File: src/rtl/multiword_add_seq.sv
// Streams WORDS x 16-bit add/sub LSB-first through an external combinational 16-bit adder.
// Latency: done in the cycle after edge WORDS; start is taken only when ready=1 and ignored while busy.
module multiword_add_seq #(
  parameter int WORDS = 4
) (
  input  logic                clk,
  input  logic                rst,
  input  logic                start,
  input  logic                op_sub,
  input  logic                cin,
  input  logic [16*WORDS-1:0] a_in,
  input  logic [16*WORDS-1:0] b_in,
  output logic [15:0]         add_a,
  output logic [15:0]         add_b,
  output logic                add_c,
  input  logic [15:0]         add_sum,
  input  logic                add_cout,
  output logic                ready,
  output logic                busy,
  output logic                done,
  output logic [16*WORDS-1:0] result,
  output logic                cout,
  output logic                ovf
);

  localparam int W  = 16 * WORDS;
  localparam int IW = (WORDS > 1) ? $clog2(WORDS) : 1;

  typedef enum logic [1:0] {IDLE, RUN, DONE} state_t;

  state_t          state, state_nxt;
  logic [W-1:0]    a_q, b_q;
  logic            sub_q;
  logic [IW-1:0]   idx;
  logic            carry;
  logic            accept;
  logic            last;
  logic [15:0]     a_sl, b_sl;

  assign last  = (idx == IW'(WORDS - 1));
  assign ready = (state != RUN);
  assign busy  = (state == RUN);
  assign done  = (state == DONE);

  always_comb begin
    state_nxt = state;
    accept    = 1'b0;
    case (state)
      IDLE: if (start) begin
        accept    = 1'b1;
        state_nxt = RUN;
      end
      RUN: if (last) state_nxt = DONE;
      DONE: begin
        if (start) begin
          accept    = 1'b1;
          state_nxt = RUN;
        end else begin
          state_nxt = IDLE;
        end
      end
      default: state_nxt = IDLE;
    endcase
  end

  // Slice select uses constant indices so every part-select is static.
  always_comb begin
    a_sl = '0;
    b_sl = '0;
    for (int i = 0; i < WORDS; i++) begin
      if (idx == IW'(i)) begin
        a_sl = a_q[16*i +: 16];
        b_sl = b_q[16*i +: 16];
      end
    end
  end

  always_comb begin
    add_a = '0;
    add_b = '0;
    add_c = 1'b0;
    if (state == RUN) begin
      add_a = a_sl;
      add_b = sub_q ? ~b_sl : b_sl;
      add_c = carry;
    end
  end

  always_ff @(posedge clk) begin
    if (rst) begin
      state  <= IDLE;
      a_q    <= '0;
      b_q    <= '0;
      sub_q  <= 1'b0;
      idx    <= '0;
      carry  <= 1'b0;
      result <= '0;
      cout   <= 1'b0;
      ovf    <= 1'b0;
    end else begin
      state <= state_nxt;
      if (accept) begin
        a_q   <= a_in;
        b_q   <= b_in;
        sub_q <= op_sub;
        idx   <= '0;
        carry <= op_sub ? 1'b1 : cin;
      end else if (state == RUN) begin
        for (int i = 0; i < WORDS; i++) begin
          if (idx == IW'(i)) result[16*i +: 16] <= add_sum;
        end
        carry <= add_cout;
        idx   <= idx + IW'(1);
        if (last) begin
          cout <= add_cout;
          ovf  <= (add_a[15] == add_b[15]) && (add_sum[15] != add_a[15]);
        end
      end
    end
  end

endmodule
File: config.mk
export PLATFORM = sky130hd
export DESIGN_NAME = multiword_add_seq
export DESIGN_NICKNAME = d
export VERILOG_FILES = /design/src/rtl/multiword_add_seq.sv
export SDC_FILE = /design/constraint.sdc
export NUM_CORES = 1
export LEC_CHECK = 0
export BUFFER_PORTS_ARGS = -buffer_cell sky130_fd_sc_hd__buf_4
export CAP_MARGIN = 10
export CORE_MARGIN = 3
export CORE_UTILIZATION = 45
export DETAILED_ROUTE_END_ITERATION = 7
export PLACE_DENSITY = 0.71
export SYNTH_ARGS = -nofsm -noshare
export SYNTH_HDL_FRONTEND = slang
export SYNTH_SLANG_ARGS = --single-unit
File: constraint.sdc
create_clock -name clk -period 4.5 [get_ports clk]
set_input_delay 0.45 -clock clk [delete_from_list [all_inputs] [get_ports clk]]
set_output_delay 0.45 -clock clk [all_outputs]
set_load 0.02 [all_outputs]
After elaboration in Yosys (flattened, before gate mapping):

Cells that the tools add are included.

* bits in registers: 200
* output and inout bits: 102
* word-level logic and storage cells: 57

* add/subtract/negate cells: 1
* equal/unequal tests: 10
* multiplexer cells: 21
* bitwise logic cells: 2
* reductions and logical operators: 11

Operator list (number)
* 16-bit two-way mux: 11
* 16-bit NOT: 1
* 3-bit AND reduction: 4
* 1-bit two-way mux: 7
* 2-bit == test (second input constant): 3
* 2-bit case mux with 3 select lines: 1
* 2-bit by 1-bit == test with 1-bit output (second input constant): 2
* 2-bit zero test: 2
* 2-bit two-way mux: 2
* 2-bit by 1-bit inequality test with 1-bit output (second input constant): 2
* 2-bit OR reduction: 2
* 2-bit by 1-bit adder with 2-bit output (second input constant): 1
* 2-bit inequality test (second input constant): 1
* 2-bit AND reduction: 1
* 2-bit nonzero test: 1
* 1-bit == test: 1
* 1-bit logical AND: 1
* 1-bit inequality test: 1
* 1-bit NOT: 1

Depth between registers and ports, before layout:

* depth after elaboration: 10
* depth in mapped cells: 8

Least setup slack after synthesis:

No wires, ideal clock.

* kind: register to output
* start point: reg idx[0]
* end point: out add_b[10]
* arrival: 1.789 ns
* required time: 4.050 ns
* slack: 2.261 ns
* stages on the path, launching flop included: 8
* cells stage by stage: dfxtp_1 inv_1 ha_1 buf_6 clkbuf_1 nor2b_1 o31ai_2 mux2i_1

* longest elaborated chain between the ends: 8
* elaborated cells between the ends (all ways): 11

Ends and longest elaborated chain
* from (decl): RTL line 34 `logic [IW-1:0] idx;`
* from (signal assigned): RTL line 113 `idx <= idx + IW'(1);`
* 2-bit zero test: RTL line 71 `if (idx == IW'(i)) begin`
* 16-bit two-way mux (3 in a row): RTL line 71
* 16-bit two-way mux (*): RTL line 71
* 16-bit NOT: RTL line 84 `add_b = sub_q ? ~b_sl : b_sl;`
* 16-bit two-way mux (*): RTL line 84
* 16-bit two-way mux (*): RTL line 82 `if (state == RUN) begin`
* to (decl): RTL line 14 `output logic [15:0] add_b,`

Every way passes the cells marked *; elsewhere a longest branch is shown, timed or not.

Worst setup path in the final report:

* start point: reg idx[0]
* end point: out add_b[3]

The elaborated chain is that of the path after synthesis.

==> results.sh <==
export IMPL_synth_seq_area_share_pct=45.85
export IMPL_antenna_found_initial=1
export IMPL_cts_tree="done"
export IMPL_start_kind="register"
export IMPL_synthCells=1113
export IMPL_critPathRequiredTime_ns=4.05
export IMPL_relSlewSlack_pct=24.75
export IMPL_drive_gt1_share_pct=25.13
export IMPL_rows=50
export IMPL_skew_ns=0.01184
export IMPL_postCtsHoldBufs=0
export IMPL_start_util_pct=46.23
export IMPL_leakage_nw=4.564
export IMPL_grt_pass1_vias=7518
export IMPL_synth_cell_types=36
export IMPL_ctsRootBufferMaster="clkbuf_16"
export IMPL_grt_max_degree=119
export IMPL_finalSetupTns_ns=0
export IMPL_core_area_um2=18890
export IMPL_ys_top_cells_by_area="dfxtp_1 46%, nand2_1 18%, a21oi_1 12%"
export IMPL_grt_setup_unrepaired="false"
export IMPL_hp_start="a_in[54]"
export IMPL_cp_end_kind="output port"
export IMPL_setup_viol=0
export IMPL_yosysWarnings=0
export IMPL_startpoint="idx[0]"
export IMPL_r2r_start="idx[0]"
export IMPL_route_detailed_drc=0
export IMPL_area_growth_pct=26.69
export IMPL_fin_cells=1569
export IMPL_drt_wl_total_um=26310
export IMPL_syn_area_um2=8733
export IMPL_io_pins=252
export IMPL_port_buffers=251
export IMPL_cts_max_level=4
export IMPL_cts_buffers=17
export IMPL_timing_fmax_ghz=0.2833
export IMPL_path_cells="inv_1, ha_2, buf_4, a211oi_2, o31ai_2, mux2i_1, buf_4"
export IMPL_wire_per_inst_um=16.77
export IMPL_worstPathArrival_ns=3.08
export IMPL_critPathMaxFanout=49
export IMPL_post_cts_resize_count=0
export IMPL_detail_route_antenna_nets=0
export IMPL_die_w_um=145.3
export IMPL_worst_r2r_path_depth=6
export IMPL_irDropWorstVdd_mv=0.2843
export IMPL_synth_top_area_share_pct=45.85
export IMPL_track_usage_pct=23.88
export IMPL_overflow=0
export IMPL_drtPass1Iterations=5
export IMPL_hold_viol=0
export IMPL_clk_latency_ns=0.43
export IMPL_diodes=0
export IMPL_gp_congestion=0.8357
export IMPL_cp_slowest_cell="ha_2"
export IMPL_drv_slew=0
export IMPL_grt_pass1_wl_um=41070
export IMPL_tightestPinTransition_ns=1.129
export IMPL_cp_common_cell="buf_4"
export IMPL_avgSynthCellArea_um2=7.847
export IMPL_preCtsSetupSlack_ns=1.450
export IMPL_period_minus_slack_ns=3.530
export IMPL_via_per_inst=5.141
export IMPL_max_stage_delay_ns=0.91
export IMPL_dp_final_hpwl_um=17900
export IMPL_fin_area_um2=11060
export IMPL_outcome="finished, final reports clean"
export IMPL_clock_path_buffers=2
export IMPL_yosysTopAreaCell="dfxtp_1"
export IMPL_power_density_nw_per_um2=353.7
export IMPL_synth_fp_nets=1267
export IMPL_post_dp_cell_area_um2=10510
export IMPL_setup_ws_ns=0.9702
export IMPL_drt_initial_drc_count=493
export IMPL_maxCapViolations=0
export IMPL_synth_seq_cells=200
export IMPL_hold_class="primary input to register"
export IMPL_die_area_um2=21120
export IMPL_clk_pin_slew_ns=0.07
export IMPL_criticalPathCategory="register to output port"
export IMPL_postCtsSetupBuffers=0
export IMPL_post_route_period_util_pct=78.44
export IMPL_vias=8066
export IMPL_nNetsFinal=1451
export IMPL_dieHeight_um=145.3
export IMPL_holdPathStages=3
export IMPL_cts_sinks=200
export IMPL_placedCellCount=1537
[power breakdown]
part | switching, W | total [W] | leakage (nW) | internal (W)
registers | 0.0000516 | 0.00191 | 1.63 | 0.00185
clock network | 0.000672 | 0.00145 | 0.272 | 0.000780
logic | 0.000316 | 0.000556 | 2.66 | 0.000240
[layout make-up]
| type | instances | area [µm²] |
|---|---|---|
| Clock inverter | 10 | 93.84 |
| Clock buffer | 21 | 450.4 |
| Inverter | 19 | 71.32 |
| Fill cell | 1824 | 7829 |
| Sequential cell | 200 | 4004 |
| Tap cell | 260 | 325.3 |
| Multi-Input combinational cell | 800 | 4151 |
| Timing Repair Buffer | 259 | 1968 |
[through the flow]
stage / power [W] / hold slack, ns / utilization (%)
after CTS: 0.003931 / 0.2535 / 58.48
after floorplan: 0.002273 / 0.4320 / -
after detailed placement: 0.002499 / 0.4441 / 55.60
final: 0.003914 / 0.2650 / 58.56
after global placement: 0.002489 / 0.4397 / 55.60
after global routing: 0.004068 / 0.2609 / 58.56
[cells by family (layout without fill, tap and decap cells)]
| logic type | after synthesis | in the layout | synth area share, % |
|---|---|---|---|
| and+or+nand+nor | 500 | 500 | 24.61 |
| xor gates and xnor gates | 2 | 2 | 0.2006 |
| muxes | 15 | 15 | 1.719 |
| AOI/OAI and AO/OA | 279 | 279 | 20.17 |
| DFF | 200 | 200 | 45.85 |
| buffers and inverters | 113 | 309 | 6.877 |
| adders and majority gates | 4 | 4 | 0.5731 |
[worst max-delay path: cells and delay by family, from the launching register on]
kind,cells,cell delay (ns)
adder cells (fa/ha/maj),1,0.91
buffers and inverters,3,0.72
multiplexers,1,0.36
flip-flops,1,0.35
AO/OA/AOI/OAI,2,0.31
[cells in the mapped netlist]
master	number
a211oi_1	17
a21o_1	1
buf_2	26
a21oi_1	210
o31ai_2	14
inv_2	1
nand2_1	426
o31ai_1	1
dfxtp_1	200
nand2_2	1
nand2b_1	2
inv_1	18
a21oi_2	1
clkbuf_1	36
nand3b_4	1
nor3b_1	1
nor3_1	3
clkbuf_2	4
a211oi_2	14
xnor2_1	2
nand3b_1	1
buf_6	9
a311oi_1	1
nor2b_1	18
ha_1	4
a211o_1	16
o21ai_1	1
nand2b_2	1
a311oi_2	1
and2_1	5
a211oi_4	2
nor3b_4	1
nor2_1	8
buf_4	19
mux2i_1	15
and3b_1	32
[cell usage in the layout, fill, tap and decap left out, drive strengths merged]
cell      n
ha        4
a21o      1
nand3b    2
o21ai     1
nor2b    18
dfxtp   200
a211oi   33
nor2      8
a21oi   211
nand2b    3
and3b    32
nand2   427
a311oi    2
o31ai    15
buf     259
mux2i    15
inv      22
bufinv    1
xnor2     2
clkbuf   21
and2      5
a211o    16
clkinv    6
nor3      3
nor3b     2
[registers in the layout (all words and copies together), names as in the netlist]
| signal | cells |
|---|---|
| ovf | 1 |
| cout | 1 |
| idx | 2 |
| sub_q | 1 |
| result | 64 |
| b_q | 64 |
| state | 2 |
| carry | 1 |
| a_q | 64 |
[per-layer routing]
| layer | up-vias | routed length [µm] | track usage (%) |
|---|---|---|---|
| met5 | - | 20 | 0 |
| met4 | 2 | 514 | 6.553 |
| met3 | 34 | 2144 | 7.183 |
| met2 | 263 | 12290 | 38.12 |
| met1 | 3748 | 11340 | 31.67 |
| li1 | 4019 | - | - |
[worst paths after layout]
path,slack (ns),endpoint
worst min register to register,0.45,b_q[14]
worst min-delay path,0.26,a_q[54]
worst max register to register,1.74,result[36]
worst max-delay path,0.97,add_b[3]
Power figures use the tool's default switching activity.
